**src/rtl/sim_ram_ctrl.sv**
```systemverilog
// Request/response front end for the SimRAM model; byte-enable writes become read-modify-write.
// Latency: read response visible 3 cycles after acceptance; full write 1 cycle; partial write 3 cycles.
// Backpressure: one request in flight, req_ready only in IDLE; response held stable until rsp_ready.
module sim_ram_ctrl #(
  parameter  int ADDR_WIDTH = 6,
  parameter  int DATA_SIZE  = 4,
  localparam int DATA_WIDTH = 8 * DATA_SIZE
) (
  input  logic                  clk,
  input  logic                  rst,
  input  logic                  req_valid,
  output logic                  req_ready,
  input  logic                  req_we,
  input  logic [ADDR_WIDTH-1:0] req_addr,
  input  logic [DATA_SIZE-1:0]  req_be,
  input  logic [DATA_WIDTH-1:0] req_wdata,
  output logic                  rsp_valid,
  input  logic                  rsp_ready,
  output logic [DATA_WIDTH-1:0] rsp_data,
  output logic                  ram_rd_en,
  output logic [ADDR_WIDTH-1:0] ram_rd_addr,
  input  logic [DATA_WIDTH-1:0] ram_rd_data,
  output logic                  ram_wr_en,
  output logic [ADDR_WIDTH-1:0] ram_wr_addr,
  output logic [DATA_WIDTH-1:0] ram_wr_data
);

  typedef enum logic [2:0] {
    IDLE,
    READ,
    RD_WAIT,
    RESP,
    RMW_RD,
    RMW_WAIT,
    WRITE
  } state_t;

  // Captured request; the write direction is folded into the next state.
  typedef struct packed {
    logic [ADDR_WIDTH-1:0] addr;
    logic [DATA_SIZE-1:0]  be;
    logic [DATA_WIDTH-1:0] wdata;
  } req_t;

  state_t                state;
  req_t                  req_q;
  logic [DATA_WIDTH-1:0] rsp_data_q;
  logic [DATA_WIDTH-1:0] merged;

  // Byte merge for read-modify-write: new bytes where enabled, old RAM bytes elsewhere.
  always_comb begin
    merged = '0;
    for (int i = 0; i < DATA_SIZE; i++) begin
      merged[8*i +: 8] = req_q.be[i] ? req_q.wdata[8*i +: 8] : ram_rd_data[8*i +: 8];
    end
  end

  // Controller FSM: request capture, RAM sequencing and response holding.
  always_ff @(posedge clk) begin
    if (rst) begin
      state      <= IDLE;
      req_q      <= '0;
      rsp_data_q <= '0;
    end else begin
      case (state)
        IDLE: begin
          if (req_valid) begin
            req_q.addr  <= req_addr;
            req_q.be    <= req_be;
            req_q.wdata <= req_wdata;
            if (!req_we)             state <= READ;
            else if (&req_be)        state <= WRITE;
            else if (req_be == '0)   state <= IDLE;   // empty write: dropped, no RAM access
            else                     state <= RMW_RD;
          end
        end
        READ:     state <= RD_WAIT;
        RD_WAIT: begin
          rsp_data_q <= ram_rd_data;
          state      <= RESP;
        end
        RESP: begin
          if (rsp_ready) state <= IDLE;
        end
        RMW_RD:   state <= RMW_WAIT;
        RMW_WAIT: begin
          req_q.wdata <= merged;
          state       <= WRITE;
        end
        WRITE:    state <= IDLE;
        default:  state <= IDLE;
      endcase
    end
  end

  // Outputs decode from state and captured request only; strobes are gated off during reset.
  assign req_ready   = (state == IDLE);
  assign rsp_valid   = (state == RESP);
  assign rsp_data    = rsp_data_q;
  assign ram_rd_en   = !rst && ((state == READ) || (state == RMW_RD));
  assign ram_rd_addr = req_q.addr;
  assign ram_wr_en   = !rst && (state == WRITE);
  assign ram_wr_addr = req_q.addr;
  assign ram_wr_data = req_q.wdata;

endmodule

```
**config.mk**
```make
export PLATFORM = sky130hd
export DESIGN_NAME = sim_ram_ctrl
export DESIGN_NICKNAME = d
export VERILOG_FILES = /design/src/rtl/sim_ram_ctrl.sv
export SDC_FILE = /design/constraint.sdc
export NUM_CORES = 1
export LEC_CHECK = 0
export BUFFER_PORTS_ARGS = -buffer_cell sky130_fd_sc_hd__buf_2
export CAP_MARGIN = 0
export CORE_MARGIN = 2
export CORE_UTILIZATION = 30
export DETAILED_ROUTE_END_ITERATION = 6
export PLACE_DENSITY = 0.6
export SKIP_CTS_REPAIR_TIMING = 1
export SLEW_MARGIN = 40
export SYNTH_ARGS = -nofsm -noshare
export SYNTH_HDL_FRONTEND = slang
export SYNTH_SLANG_ARGS = --single-unit
```
**constraint.sdc**
```tcl
create_clock -name clk -period 1.65 [get_ports clk]
set_input_delay 0 -clock clk [delete_from_list [all_inputs] [get_ports clk]]
set_output_delay 0 -clock clk [all_outputs]
set_load 0.01 [all_outputs]
```
# [After elaboration in Yosys (flattened, before gate mapping)]
# Cells that the tools add are included.
[totals] wordCells=46 reg_bits=77 inputBits=79 output_inout_bits=80
[classes] n_eq_ne=12 reduce_logical=14 mux=12
[ops] operator="$pmux 32 s2" n=1
[ops] operator="$mux 32" n=1
[ops] operator="$mux 8" n=4
[ops] operator="$pmux 3 s6" n=1
[ops] operator="$mux 3" n=5
[ops] operator="$reduce_and 3->1" n=4
[ops] operator="$ne 2x2->1 const B" n=5
[ops] operator="$eq 3x3->1 const B" n=3
[ops] operator="$eq 3x2->1 const B" n=2
[ops] operator="$logic_not 4->1" n=1
[ops] operator="$reduce_and 2->1" n=2
[ops] operator="$reduce_and 4->1" n=1
[ops] operator="$eq 3x1->1 const B" n=1
[ops] operator="$logic_not 3->1" n=1
[ops] operator="$logic_and 1x1->1" n=2
[ops] operator="$ne 2x1->1 const B" n=1
[ops] operator="$reduce_bool 2->1" n=1
[ops] operator="$logic_not 1->1" n=1
[ops] operator="$logic_or 1x1->1" n=1

# [Longest topological paths before layout]
[logic_depth] ltp_word=6 mapped_depth=6 ltp_nobuf=3

# [Worst setup path before layout]
# Ideal clock, no wire load.
[synth_path] path_kind="reg-to-reg" from="reg state[1]" to="reg rsp_data_q[10] (netlist: rsp_data[10])" setup_slack_ps=225 period_less_slack_ps=1425 arrival_ps=1293 setup_ps=132 required_time_ps=1518 path_stages_with_launch=7 path_buffers=3 path_cell_list="dfxtp_1 buf_4 or3b_2 clkbuf_1 buf_2 nand2_1 a21oi_1"
[synth_via] elab_chain_len=1
[synth_lines] item="start, declared" line="45" source="state_t state;"
[synth_lines] item="start signal, assigned" line="61" source="state <= IDLE;"
[synth_lines] item="start signal, assigned" line="71" source="if (!req_we) state <= READ;"
[synth_lines] item="start signal, assigned" line="72" source="else if (&req_be) state <= WRITE;"
[synth_lines] item="$eq 3x2->1" line="65" source="case (state)"
[synth_lines] item="end signal, assigned" line="79" source="rsp_data_q <= ram_rd_data;"
[synth_lines] item="end, declared" line="47" source="logic [DATA_WIDTH-1:0] rsp_data_q;"
# Every way passes these cells.
# A chain may end at the register's enable or synchronous reset.

# [Worst setup path in the final report]
[layout_path] from="reg state[1]" to="out ram_wr_en"
[layout_via] elab_chain_len=2
[layout_lines] item="$eq 3x3->1" line="102" source="assign ram_wr_en = !rst && (state == WRITE);"
[layout_lines] item="$logic_and 1x1->1" line="102"
[layout_lines] item="end, declared" line="23" source="output logic ram_wr_en,"
# Every way passes these cells.

==> results_dict.tcl <==
set metrics [dict create \
    period_share 0.919 \
    hold_path_depth 3 \
    die_w_um 117 \
    path_clk_slew_ps 60 \
    initial_core_util 0.304 \
    cp_max_fo 11 \
    cp_num_buf_inv 2 \
    drc 0 \
    fmax_mhz 659 \
    seqPwrFrac 0.401 \
    synth_area_um2 3800 \
    antenna_left 0 \
    clock-sinks 77 \
    path_delay_family "flip-flops" \
    reg2reg_depth 5 \
    detail_route.iter0.violations 169 \
    leakagePower_nw 2.40 \
    vdd_drop_max_uv 549 \
    wl_per_cell_um 14.8 \
    synth_cell_types 28 \
    cellPowerDensity_nw_per_um2 985 \
    pin_count 159 \
    synthToLayoutAreaGrowth_pct 45.4 \
    finalSetupTns_ps 0 \
    violations "negative hold slack" \
    slew_headroom 0.679 \
    setup_violations 0 \
    hold_path_end "ram_wr_data[19]" \
    comb_power_share 0.261 \
    yosysSeqAreaShare 0.406 \
    arrival_ps 1520 \
    dr.pass1.iters 4 \
    cts_tree "yes" \
    rows 41 \
    synth_warnings 0 \
    globalplace.congestion 0.780 \
    die_h_um 117 \
    vias_per_cell 4.62 \
    synth_top_area_share 0.406 \
    cts_root_buf "clkbuf_16" \
    r2r-end "ram_wr_data[25]" \
    path_class "flop to primary output" \
    wl_um 12100 \
    grt_max_degree 45 \
    p_total_w 0.00545 \
    grt_pass1_vias 3303 \
    intPower_w 0.00385 \
    final_nets 717 \
    fin_crit_ps 1520 \
    pwr-share-clk 0.338 \
    cts-buffers-inserted 9 \
    post_dp_cell_area_um2 4490 \
    use_met2 0.266 \
    antenna_found_initial 0 \
    hold_violations 1 \
    yosys-top-cells-area "dfxtp_1 41%, nand2_1 15%, a311oi_2 13%" \
    cts_max_path_buffers 2 \
    clock_latency_ps 340 \
    port_buffers 158 \
    swShare 0.292 \
    grt_busiest_layer "met2" \
    syn-num-nets 529 \
    rrSetupSlack_ps 140 \
    fillers 1253 \
    switchingPower_w 0.00159 \
    cts-htree-levels 3 \
    finalInstanceArea_um2 5530 \
    coreArea_um2 12500 \
    min_from "req_wdata[19]" \
    dpl.cell_count 724 \
    r2r_start "state[2]" \
    syn_inst 450 \
    vias 3768 \
    slowest_stage "dfxtp_2" \
    critPathMaxStageDelay_ps 490 \
    crit_path_end_kind "primary output" \
    synth.largest_area_cell "dfxtp_1" \
    tightest_slew_ps 481 \
    grt_pass1_wl_um 16400 \
    clock_skew_ps 4.44 \
    final_cells 815 \
    critPathRequiredTime_ps 1650 \
    dp_hpwl_um 8130 \
    avgSynthCellArea_um2 8.45 \
    status "finished with violations" \
    drive_gt1_frac 0.381 \
    fin_hold_ws_ps -13.9 \
    dieArea_um2 13600 \
    grt_usage 0.160 \
    grt_overflow 0 \
    synth_seq_cells 77 \
    grtUsageMet3 0.0446 \
    rsz0062_at_grt "false" \
    antenna_cells 0 \
    crit_chain "buf_4 > nor4bb_1 > buf_2" \
    hp-class "input port to flop" \
    slew_viol_final 0 \
    cp-start-kind "flop" \
    cap_violations 0 \
    grt.met1_usage 0.195 \
]
==> cells in the final DEF, fill, tap and decap left out, types with 2 or more instances in the layout <==
master         instances
dfxtp_1               74
buf_2                157
a21oi_1               45
inv_1                  2
clkbuf_16              9
nor3_1                36
clkbuf_8               2
dfxtp_2                3
a311oi_2              32
buf_12                 2
nor4bb_2               4
or4_1                  2
clkbuf_1               4
buf_4                 29
nand2_1              148
dlygate4sd3_1         73
==> power groups by stage <==
stage / sequential (W) / clock [W] / combinational [W]
2_1_floorplan: 0.00220 / 0 / 0.000965
3_3_place_gp: 0.00221 / 0 / 0.00125
3_5_place_dp: 0.00222 / 0 / 0.00127
4_1_cts: 0.00218 / 0.00189 / 0.00128
5_1_grt: 0.00221 / 0.00197 / 0.00156
6_report: 0.00218 / 0.00184 / 0.00142
==> cells by family (layout without fill, tap and decap cells) <==
| kind of cell | Yosys count | in the layout | share of synthesized area |
|---|---|---|---|
| compound gates | 80 | 80 | 0.192 |
| buf+inv | 87 | 280 | 0.156 |
| mux | 1 | 1 | 0.00263 |
| flops | 77 | 77 | 0.406 |
| xor+xnor | 1 | 1 | 0.00230 |
| simple gates | 204 | 204 | 0.241 |
==> state kept, by name (all words and copies together), names as in the netlist <==
signal	flops
ram_rd_addr	6
state	3
req_q	4
ram_wr_data	32
rsp_data	32
==> tightest hold or removal path: stages <==
cell      delay [ps]
buf_2            100
nand2_1           70
a311oi_2          90
==> worst max path at each step <==
stage | startpoint | end | slack [ps] | cells past startpoint
floorplan | state[1] | rsp_data[10] | 220 | 6
global placement | state[1] | ram_wr_data[19] | 20 | 4
detailed placement | state[1] | ram_wr_data[18] | -50 | 4
CTS | state[1] | ram_wr_en | -60 | 3
global route | state[1] | ram_wr_en | 4 | 3
finish | state[1] | ram_wr_en | 130 | 3
==> area by class of cell <==
cell class	instances	area, um2	share of cell area
clock buffers	15	268	0.0485
flip-flops and latches	77	1550	0.280
clock inverters	1	5.00	0.000906
repair buffers	262	1790	0.323
multi-input cells	286	1700	0.308
well taps	172	215	0.0389
inverters	2	7.51	0.00136
==> through the flow <==
step / utilization / setup slack, ps
floorplan: - / 225
global route: 0.441 / 4.05
finish: 0.441 / 134
global placement: 0.359 / 20.7
CTS: 0.381 / -63.2
detailed placement: 0.359 / -47.3
==> synth_stat cells, drive strengths merged <==
| master | number |
|---|---|
| nand2 | 148 |
| dfxtp | 77 |
| buf | 72 |
| a21oi | 45 |
| nor3 | 36 |
| a311oi | 32 |
| clkbuf | 13 |
| nor4bb | 5 |
| or2 | 3 |
| inv | 2 |
| nor3b | 2 |
| or4 | 2 |
| a2111oi | 1 |
| a41oi | 1 |
| and3b | 1 |
| mux2i | 1 |
| nand2b | 1 |
| nand3 | 1 |
| nand3b | 1 |
| nor2b | 1 |
| nor4b | 1 |
| o211ai | 1 |
| or3b | 1 |
| or4b | 1 |
| xnor2 | 1 |
==> per-layer routing <==
layer  wire length (um)  vias up
met5                  0        -
met4                201        0
met3                607       17
met2               5980      126
met1               5280     1760
li1                   -     1865
Power figures use the tool's default switching activity.
